$ cat src/rtl/hqm_aw_rf_pg_seq.sv
// Power-gate sequencer for one power-gated RF/SRAM wrapper.
// Walks pwr_enable_b, isolation and ip_reset_b through an ordered power-up
// and power-down. It waits on the chain acknowledge and keeps functional
// access off until the memory is powered, de-isolated and out of reset.
module hqm_aw_rf_pg_seq #(
  parameter int unsigned ISO_SETTLE  = 4,
  parameter int unsigned RST_HOLD    = 8,
  parameter int unsigned PWR_TIMEOUT = 255
) (
  input  logic clk,
  input  logic rst,
  input  logic pwr_req,
  input  logic mem_active,
  input  logic pwr_enable_b_ack,
  input  logic err_clr,
  output logic pwr_enable_b,
  output logic pgcb_isol_en,
  output logic ip_reset_b,
  output logic access_en,
  output logic pwr_on,
  output logic busy,
  output logic timeout_err
);

  localparam int unsigned MAX_AB = (ISO_SETTLE > RST_HOLD) ? ISO_SETTLE : RST_HOLD;
  localparam int unsigned MAX_T  = (MAX_AB > PWR_TIMEOUT) ? MAX_AB : PWR_TIMEOUT;
  localparam int unsigned CNT_W  = $clog2(MAX_T + 1);

  // Last counter value spent in a timed state; the exit happens on the following edge.
  localparam logic [CNT_W-1:0] ISO_LAST = CNT_W'(ISO_SETTLE - 1);
  localparam logic [CNT_W-1:0] RST_LAST = CNT_W'(RST_HOLD - 1);
  localparam logic [CNT_W-1:0] TO_LAST  = CNT_W'(PWR_TIMEOUT - 1);
  localparam logic [CNT_W-1:0] CNT_SAT  = {CNT_W{1'b1}};

  typedef enum logic [2:0] {
    ST_OFF     = 3'd0,
    ST_UP_WAIT = 3'd1,
    ST_ISO_REL = 3'd2,
    ST_RST_REL = 3'd3,
    ST_ON      = 3'd4,
    ST_QUIESCE = 3'd5,
    ST_ISO_SET = 3'd6,
    ST_DN_WAIT = 3'd7
  } state_t;

  state_t           state_q, state_d;
  logic [CNT_W-1:0] cnt_q, cnt_d;
  logic             pwr_enable_b_q, pwr_enable_b_d;
  logic             isol_q, isol_d;
  logic             ip_reset_b_q, ip_reset_b_d;
  logic             access_en_q, access_en_d;
  logic             pwr_on_q, pwr_on_d;
  logic             busy_q, busy_d;
  logic             timeout_err_q, timeout_err_d;
  logic             set_err;

  // Next state, counter, sticky error and next-state-decoded outputs.
  always_comb begin
    state_d        = state_q;
    set_err        = 1'b0;
    pwr_enable_b_d = 1'b1;
    isol_d         = 1'b1;
    ip_reset_b_d   = 1'b0;
    access_en_d    = 1'b0;
    pwr_on_d       = 1'b0;
    busy_d         = 1'b1;

    case (state_q)
      ST_OFF:     if (pwr_req) state_d = ST_UP_WAIT;
      ST_UP_WAIT: begin
        if (!pwr_enable_b_ack) begin
          state_d = ST_ISO_REL;
        end else if (cnt_q == TO_LAST) begin
          set_err = 1'b1;
          state_d = ST_DN_WAIT;
        end
      end
      ST_ISO_REL: if (cnt_q == ISO_LAST) state_d = ST_RST_REL;
      ST_RST_REL: if (cnt_q == RST_LAST) state_d = ST_ON;
      ST_ON:      if (!pwr_req) state_d = ST_QUIESCE;
      ST_QUIESCE: if (!mem_active) state_d = ST_ISO_SET;
      ST_ISO_SET: if (cnt_q == ISO_LAST) state_d = ST_DN_WAIT;
      ST_DN_WAIT: begin
        if (pwr_enable_b_ack) begin
          state_d = ST_OFF;
        end else if (cnt_q == TO_LAST) begin
          set_err = 1'b1;
          state_d = ST_OFF;
        end
      end
      default:    state_d = ST_OFF;
    endcase

    // Counter restarts on every state entry and saturates otherwise.
    if (state_d != state_q) begin
      cnt_d = '0;
    end else if (cnt_q == CNT_SAT) begin
      cnt_d = cnt_q;
    end else begin
      cnt_d = cnt_q + CNT_W'(1);
    end

    // A new timeout wins over a simultaneous clear.
    timeout_err_d = set_err | (timeout_err_q & ~err_clr);

    // Outputs follow the state being entered so they change on the entry edge.
    case (state_d)
      ST_OFF:     busy_d = 1'b0;
      ST_UP_WAIT: pwr_enable_b_d = 1'b0;
      ST_ISO_REL: begin
        pwr_enable_b_d = 1'b0;
        isol_d         = 1'b0;
      end
      ST_RST_REL: begin
        pwr_enable_b_d = 1'b0;
        isol_d         = 1'b0;
        ip_reset_b_d   = 1'b1;
      end
      ST_ON: begin
        pwr_enable_b_d = 1'b0;
        isol_d         = 1'b0;
        ip_reset_b_d   = 1'b1;
        access_en_d    = 1'b1;
        pwr_on_d       = 1'b1;
        busy_d         = 1'b0;
      end
      ST_QUIESCE: begin
        pwr_enable_b_d = 1'b0;
        isol_d         = 1'b0;
        ip_reset_b_d   = 1'b1;
      end
      ST_ISO_SET: pwr_enable_b_d = 1'b0;
      default:    ;
    endcase
  end

  // State, counter and output registers with synchronous reset.
  always_ff @(posedge clk) begin
    if (rst) begin
      state_q        <= ST_OFF;
      cnt_q          <= '0;
      pwr_enable_b_q <= 1'b1;
      isol_q         <= 1'b1;
      ip_reset_b_q   <= 1'b0;
      access_en_q    <= 1'b0;
      pwr_on_q       <= 1'b0;
      busy_q         <= 1'b0;
      timeout_err_q  <= 1'b0;
    end else begin
      state_q        <= state_d;
      cnt_q          <= cnt_d;
      pwr_enable_b_q <= pwr_enable_b_d;
      isol_q         <= isol_d;
      ip_reset_b_q   <= ip_reset_b_d;
      access_en_q    <= access_en_d;
      pwr_on_q       <= pwr_on_d;
      busy_q         <= busy_d;
      timeout_err_q  <= timeout_err_d;
    end
  end

  assign pwr_enable_b = pwr_enable_b_q;
  assign pgcb_isol_en = isol_q;
  assign ip_reset_b   = ip_reset_b_q;
  assign access_en    = access_en_q;
  assign pwr_on       = pwr_on_q;
  assign busy         = busy_q;
  assign timeout_err  = timeout_err_q;

endmodule

$ cat config.mk
export PLATFORM = sky130hd
export DESIGN_NAME = hqm_aw_rf_pg_seq
export DESIGN_NICKNAME = d
export VERILOG_FILES = /design/src/rtl/hqm_aw_rf_pg_seq.sv
export SDC_FILE = /design/constraint.sdc
export NUM_CORES = 1
export LEC_CHECK = 0
export BUFFER_PORTS_ARGS = -buffer_cell sky130_fd_sc_hd__buf_2
export CORE_MARGIN = 5
export CORE_UTILIZATION = 42
export CTS_CLUSTER_DIAMETER = 40
export DETAILED_ROUTE_END_ITERATION = 8
export SETUP_SLACK_MARGIN = 0.5
export SLEW_MARGIN = 20
export SYNTH_ARGS = -nofsm -noshare
export SYNTH_HDL_FRONTEND = slang
export SYNTH_SLANG_ARGS = --single-unit
export TNS_END_PERCENT = 50
$ cat constraint.sdc
create_clock -name clk -period 2.2 [get_ports clk]
set_input_delay 0.11 -clock clk [delete_from_list [all_inputs] [get_ports clk]]
set_output_delay 0.11 -clock clk [all_outputs]
set_load 0.01 [all_outputs]
==> flow_summary.html <==
<table>
<tr><th>Metric</th><th>Value</th></tr>
<tr><th colspan="2">Logic synthesis</th></tr>
<tr><td>Cell variety after synth</td><td>40</td></tr>
<tr><td>EDFF count, synth</td><td>0</td></tr>
<tr><td>Arithmetic-cell share of the synthesized area counting full adders, half adders and majority gates</td><td>2.577%</td></tr>
<tr><td>Cell with the most instances after synthesis</td><td>sky130_fd_sc_hd__dfxtp_1</td></tr>
<tr><td>Async set-or-reset flop fraction in the synthesized netlist</td><td>0%</td></tr>
<tr><td>Most instantiated flip-flop cell in the synthesis netlist</td><td>sky130_fd_sc_hd__dfxtp_1</td></tr>
<tr><td>Netlist area before placement</td><td>970.9 um2</td></tr>
<tr><td>Mux contribution to synthesized area</td><td>1.160%</td></tr>
<tr><td>Sequential fraction of the synthesis area</td><td>35.05%</td></tr>
<tr><td>Flip-flop and latch count after synthesis</td><td>17</td></tr>
<tr><td>Xor/xnor share of the synthesized area</td><td>4.510%</td></tr>
<tr><td>Fraction of synthesized cell area taken by the top area cell type</td><td>35.05%</td></tr>
<tr><td>Synthesized-area fraction occupied by ao, oa, aoi and oai cells</td><td>24.48%</td></tr>
<tr><td>Number of warnings issued by yosys</td><td>0</td></tr>
<tr><td>Mean cell area of the mapped netlist</td><td>9.709 um2</td></tr>
<tr><td>Number of instances in the synthesized netlist</td><td>100</td></tr>
<tr><td>Top cells by instance count after synthesis</td><td>sky130_fd_sc_hd__dfxtp_1 (17), sky130_fd_sc_hd__a211oi_1 (7), sky130_fd_sc_hd__nor2_1 (6)</td></tr>
<tr><td>Syn_nets</td><td>108</td></tr>
<tr><td>Post-Synth Simple-Gate Area</td><td>28.61%</td></tr>
<tr><td>Top cells by area in the synthesized netlist</td><td>sky130_fd_sc_hd__dfxtp_1 (35%), sky130_fd_sc_hd__a2111oi_4 (5.7%), sky130_fd_sc_hd__a211oi_1 (5.4%)</td></tr>
<tr><td>Post-synth top area cell</td><td>sky130_fd_sc_hd__dfxtp_1</td></tr>
<tr><td>Dominant combinational cell family by area after synthesis</td><td>simple AND/OR/NAND/NOR gates</td></tr>
<tr><th colspan="2">Setup path</th></tr>
<tr><td>Count of buffering cells on the critical path with inverters included</td><td>2</td></tr>
<tr><td>Slowest stage delay, CP</td><td>0.38 ns</td></tr>
<tr><td>Launch point of the worst reg-to-reg path</td><td>cnt_q[0]</td></tr>
<tr><td>Top fanout value on the critical path</td><td>8</td></tr>
<tr><td>Series of cell instances along the critical path</td><td>inv_2, ha_4, and3_4, a2111oi_4, buf_4, nor3_2, a211o_4, a211oi_2</td></tr>
<tr><td>Required time reported for the critical path endpoint</td><td>2.41 ns</td></tr>
<tr><td>Critical path launch point type</td><td>flop</td></tr>
<tr><td>R2R Path End</td><td>cnt_q[5]</td></tr>
<tr><td>Worst Reg-to-Reg Cells</td><td>8</td></tr>
<tr><td>Worst EP arrival</td><td>2.16 ns</td></tr>
<tr><td>Crit-path slowest cell</td><td>sky130_fd_sc_hd__a211o_4</td></tr>
<tr><td>Register-to-register path setup slack</td><td>0.25 ns</td></tr>
<tr><td>Top Family by Delay on Critical Path</td><td>compound AO/OA/AOI/OAI gates</td></tr>
<tr><td>CP Capture Type</td><td>flop</td></tr>
<tr><td>Path type of the worst setup path</td><td>reg -&gt; reg</td></tr>
<tr><th colspan="2">Cells and area</th></tr>
<tr><td>Area growth syn-to-layout</td><td>31.31%</td></tr>
<tr><td>Number of diodes added for antenna fixing</td><td>0</td></tr>
<tr><td>Layout cell share with drive strength beyond 1</td><td>47.11%</td></tr>
<tr><td>Final-stage net count</td><td>130</td></tr>
<tr><td>Final instance area</td><td>1275 um2</td></tr>
<tr><td>Filler cell count</td><td>206</td></tr>
<tr><th colspan="2">GRT</th></tr>
<tr><td>Global-route wire length before repair</td><td>3843 um</td></tr>
<tr><td>Combined global-route utilization of all metal layers</td><td>14.72%</td></tr>
<tr><td>Initial antenna violation count</td><td>0</td></tr>
<tr><td>Largest net degree at the start of global routing</td><td>11</td></tr>
<tr><td>Via count of the first global-routing pass</td><td>830</td></tr>
<tr><td>GRT overflow</td><td>0</td></tr>
<tr><th colspan="2">Floorplanning</th></tr>
<tr><td>Num rows</td><td>17</td></tr>
<tr><td>Die ar.</td><td>3373 um2</td></tr>
<tr><td>Core region area</td><td>2212 um2</td></tr>
<tr><td>Boundary pin count</td><td>13</td></tr>
<tr><td>Die height</td><td>58.08 um</td></tr>
<tr><td>Initial standard-cell utilization of the core</td><td>43.89%</td></tr>
<tr><td>Width of the chip</td><td>58.08 um</td></tr>
<tr><th colspan="2">Route</th></tr>
<tr><td>Uppermost layer routed</td><td>met4</td></tr>
<tr><td>Number of iterations in the first detailed-routing pass</td><td>4</td></tr>
<tr><td>DR iter-0 viols</td><td>18</td></tr>
<tr><td>Average vias per placed instance</td><td>5.497</td></tr>
<tr><td>Met3 wirelength from detailed routing</td><td>66 um</td></tr>
<tr><td>Routed Antenna Nets</td><td>0</td></tr>
<tr><td>Wire length after detailed routing</td><td>2276 um</td></tr>
<tr><td>Routed wire per std cell</td><td>15.28 um</td></tr>
<tr><td>Total via count after detailed routing</td><td>819</td></tr>
<tr><td>Sum of routed wire segments on met1</td><td>1051 um</td></tr>
<tr><td>Post-detailed-route DRC marker count</td><td>0</td></tr>
<tr><td>Wire length on met2</td><td>1143 um</td></tr>
<tr><th colspan="2">Timing</th></tr>
<tr><td>Final critical-path share of the clock period</td><td>88.82%</td></tr>
<tr><td>Unrepaired setup endpoints after global routing</td><td>yes</td></tr>
<tr><td>Achievable frequency</td><td>511.8 MHz</td></tr>
<tr><td>Clock skew</td><td>0.005612 ns</td></tr>
<tr><td>Transition time at the pin with the least slew margin</td><td>0.4136 ns</td></tr>
<tr><td>Post-route worst setup slack</td><td>0.2460 ns</td></tr>
<tr><td>Crit path time final</td><td>1.954 ns</td></tr>
<tr><td>Final setup vio count</td><td>0</td></tr>
<tr><td>Worst slew margin relative to its limit</td><td>72.31%</td></tr>
<tr><td>Number of endpoints with negative hold slack in the final report</td><td>0</td></tr>
<tr><td>Sum of negative setup slack</td><td>0 ns</td></tr>
<tr><td>Number of pins with negative max-slew slack in the final report</td><td>0</td></tr>
<tr><th colspan="2">Clock tree</th></tr>
<tr><td>Latest clock arrival within the worst-skew pair</td><td>0.29 ns</td></tr>
<tr><td>Clock tree from TritonCTS</td><td>yes</td></tr>
<tr><td>TritonCTS buffer count</td><td>3</td></tr>
<tr><td>Hold bufs inserted after CTS</td><td>0</td></tr>
<tr><td>H-tree levels</td><td>1</td></tr>
<tr><td>Total clock sinks</td><td>17</td></tr>
<tr><td>Cell chosen for the clock root</td><td>sky130_fd_sc_hd__clkbuf_4</td></tr>
<tr><td>Clk slew on worst S/H paths</td><td>0.10 ns</td></tr>
<tr><td>Worst-case clock buffer depth</td><td>2</td></tr>
<tr><th colspan="2">Min path</th></tr>
<tr><td>Hold path depth</td><td>3</td></tr>
<tr><td>Hold Path Class</td><td>in -&gt; reg</td></tr>
<tr><td>Capture endpoint of the worst hold path</td><td>timeout_err</td></tr>
<tr><td>Hold Startpoint</td><td>err_clr</td></tr>
<tr><th colspan="2">Pwr</th></tr>
<tr><td>Switching power of the nets</td><td>233.2 uW</td></tr>
<tr><td>Peak VDD IR</td><td>0.3660 mV</td></tr>
<tr><td>Internal power</td><td>503.4 uW</td></tr>
<tr><td>Leak</td><td>0.0004899 uW</td></tr>
<tr><td>Part of the power in registers</td><td>48.6%</td></tr>
<tr><td>Clock share of power</td><td>22.8%</td></tr>
<tr><td>Combinational fraction of design power</td><td>28.6%</td></tr>
<tr><td>Cell Pwr Density</td><td>577.7 nW/um2</td></tr>
<tr><td>Share of total power consumed by net switching</td><td>31.66%</td></tr>
<tr><th colspan="2">Run status</th></tr>
<tr><td>Run status</td><td>complete, no violations</td></tr>
<tr><th colspan="2">Placed design</th></tr>
<tr><td>Worst Setup Slack post-DPL</td><td>0.1696 ns</td></tr>
<tr><td>Weighted congestion reported at the end of routability-driven placement</td><td>0.8264</td></tr>
<tr><td>IO Port Bufs</td><td>12</td></tr>
<tr><td>Cell area reported after detailed placement</td><td>1116 um2</td></tr>
<tr><td>Sum of net half-perimeters after detailed placement</td><td>1643 um</td></tr>
<tr><th colspan="2">Job</th></tr>
<tr><td>Reported max-cap violation count</td><td>0</td></tr>
</table>
## cell families (layout without fill, tap and decap cells)
kind of cell / Yosys count / after routing
AND/OR/NAND/NOR: 42 / 42
AO/OA/AOI/OAI: 25 / 25
flip-flops: 17 / 17
buffers and inverters: 8 / 29
XOR/XNOR: 5 / 5
adder cells (fa/ha/maj): 2 / 2
multiplexers: 1 / 1
## registers in the layout (all words and copies together), names as in the netlist
signal        flops
pwr_on            1
state_q           3
pwr_enable_b      1
pgcb_isol_en      1
ip_reset_b        1
busy              1
cnt_q             8
timeout_err       1
## repair_timing
item / CTS / global route
resized for setup: 15 / 3
setup buffers: 5 / 1
gates cloned: 0 / 0
endpoints found under the setup margin: 16 / 16
pin swaps: 3 / 5
## metal layers
metal	up-vias	GRT usage [%]
li1	414	-
met1	394	19.57
met2	9	23.71
met3	2	2.227
met4	0	5.960
met5	-	0
## cells in the final DEF, fill, tap and decap left out, drive strengths merged, types with 4 or more instances in the layout
cell / count
nor2: 6
buf: 21
a2111oi: 4
nand2b: 4
inv: 4
dfxtp: 17
and3: 4
nand3: 4
a211oi: 7
a21oi: 4
nor3: 5
## layout make-up
type	count	area, um2	area share, %
clock buffers	3	22.52	1.766
clock inverters	1	5.005	0.3925
inverters	4	15.01	1.178
multi-input cells	75	715.7	56.13
flip-flops and latches	17	350.3	27.48
well taps	28	35.03	2.748
repair buffers	21	131.4	10.30
## worst min-delay path, stage by stage
cell and delay, ns:
sky130_fd_sc_hd__buf_2 0.07, sky130_fd_sc_hd__nand2b_1 0.09, sky130_fd_sc_hd__a21oi_1 0.05
## stage by stage
stage	util (%)	hold slack [ns]	power [uW]	instances
after floorplan	-	0.2876	492.5	100
after detailed placement	50.45	0.3821	545.2	139
final	57.64	0.06656	736.6	149
after global placement	50.45	0.3738	541.8	139
after CTS	56.62	0.06232	737.6	148
after global routing	57.64	0.08614	781.6	149
## worst max-delay path by stage
stage	slack, ns	end	cells past startpoint	startpoint
CTS	0.25	cnt_q[1]	8	cnt_q[0]
detailed placement	0.17	pwr_enable_b	5	state_q[0]
global placement	0.14	pwr_enable_b	5	cnt_q[3]
finish	0.25	cnt_q[5]	8	cnt_q[0]
floorplan	0.36	cnt_q[1]	7	cnt_q[0]
global route	0.15	cnt_q[1]	8	cnt_q[0]
## power groups by stage
stage | Sequential (uW) | Combinational (uW) | Clock [uW]
finish | 358 | 211 | 168
global route | 362 | 229 | 191
CTS | 357 | 202 | 178
detailed placement | 364 | 181 | 0
global placement | 363 | 179 | 0
floorplan | 367 | 126 | 0
No activity file was read; power rests on OpenSTA's default activity.
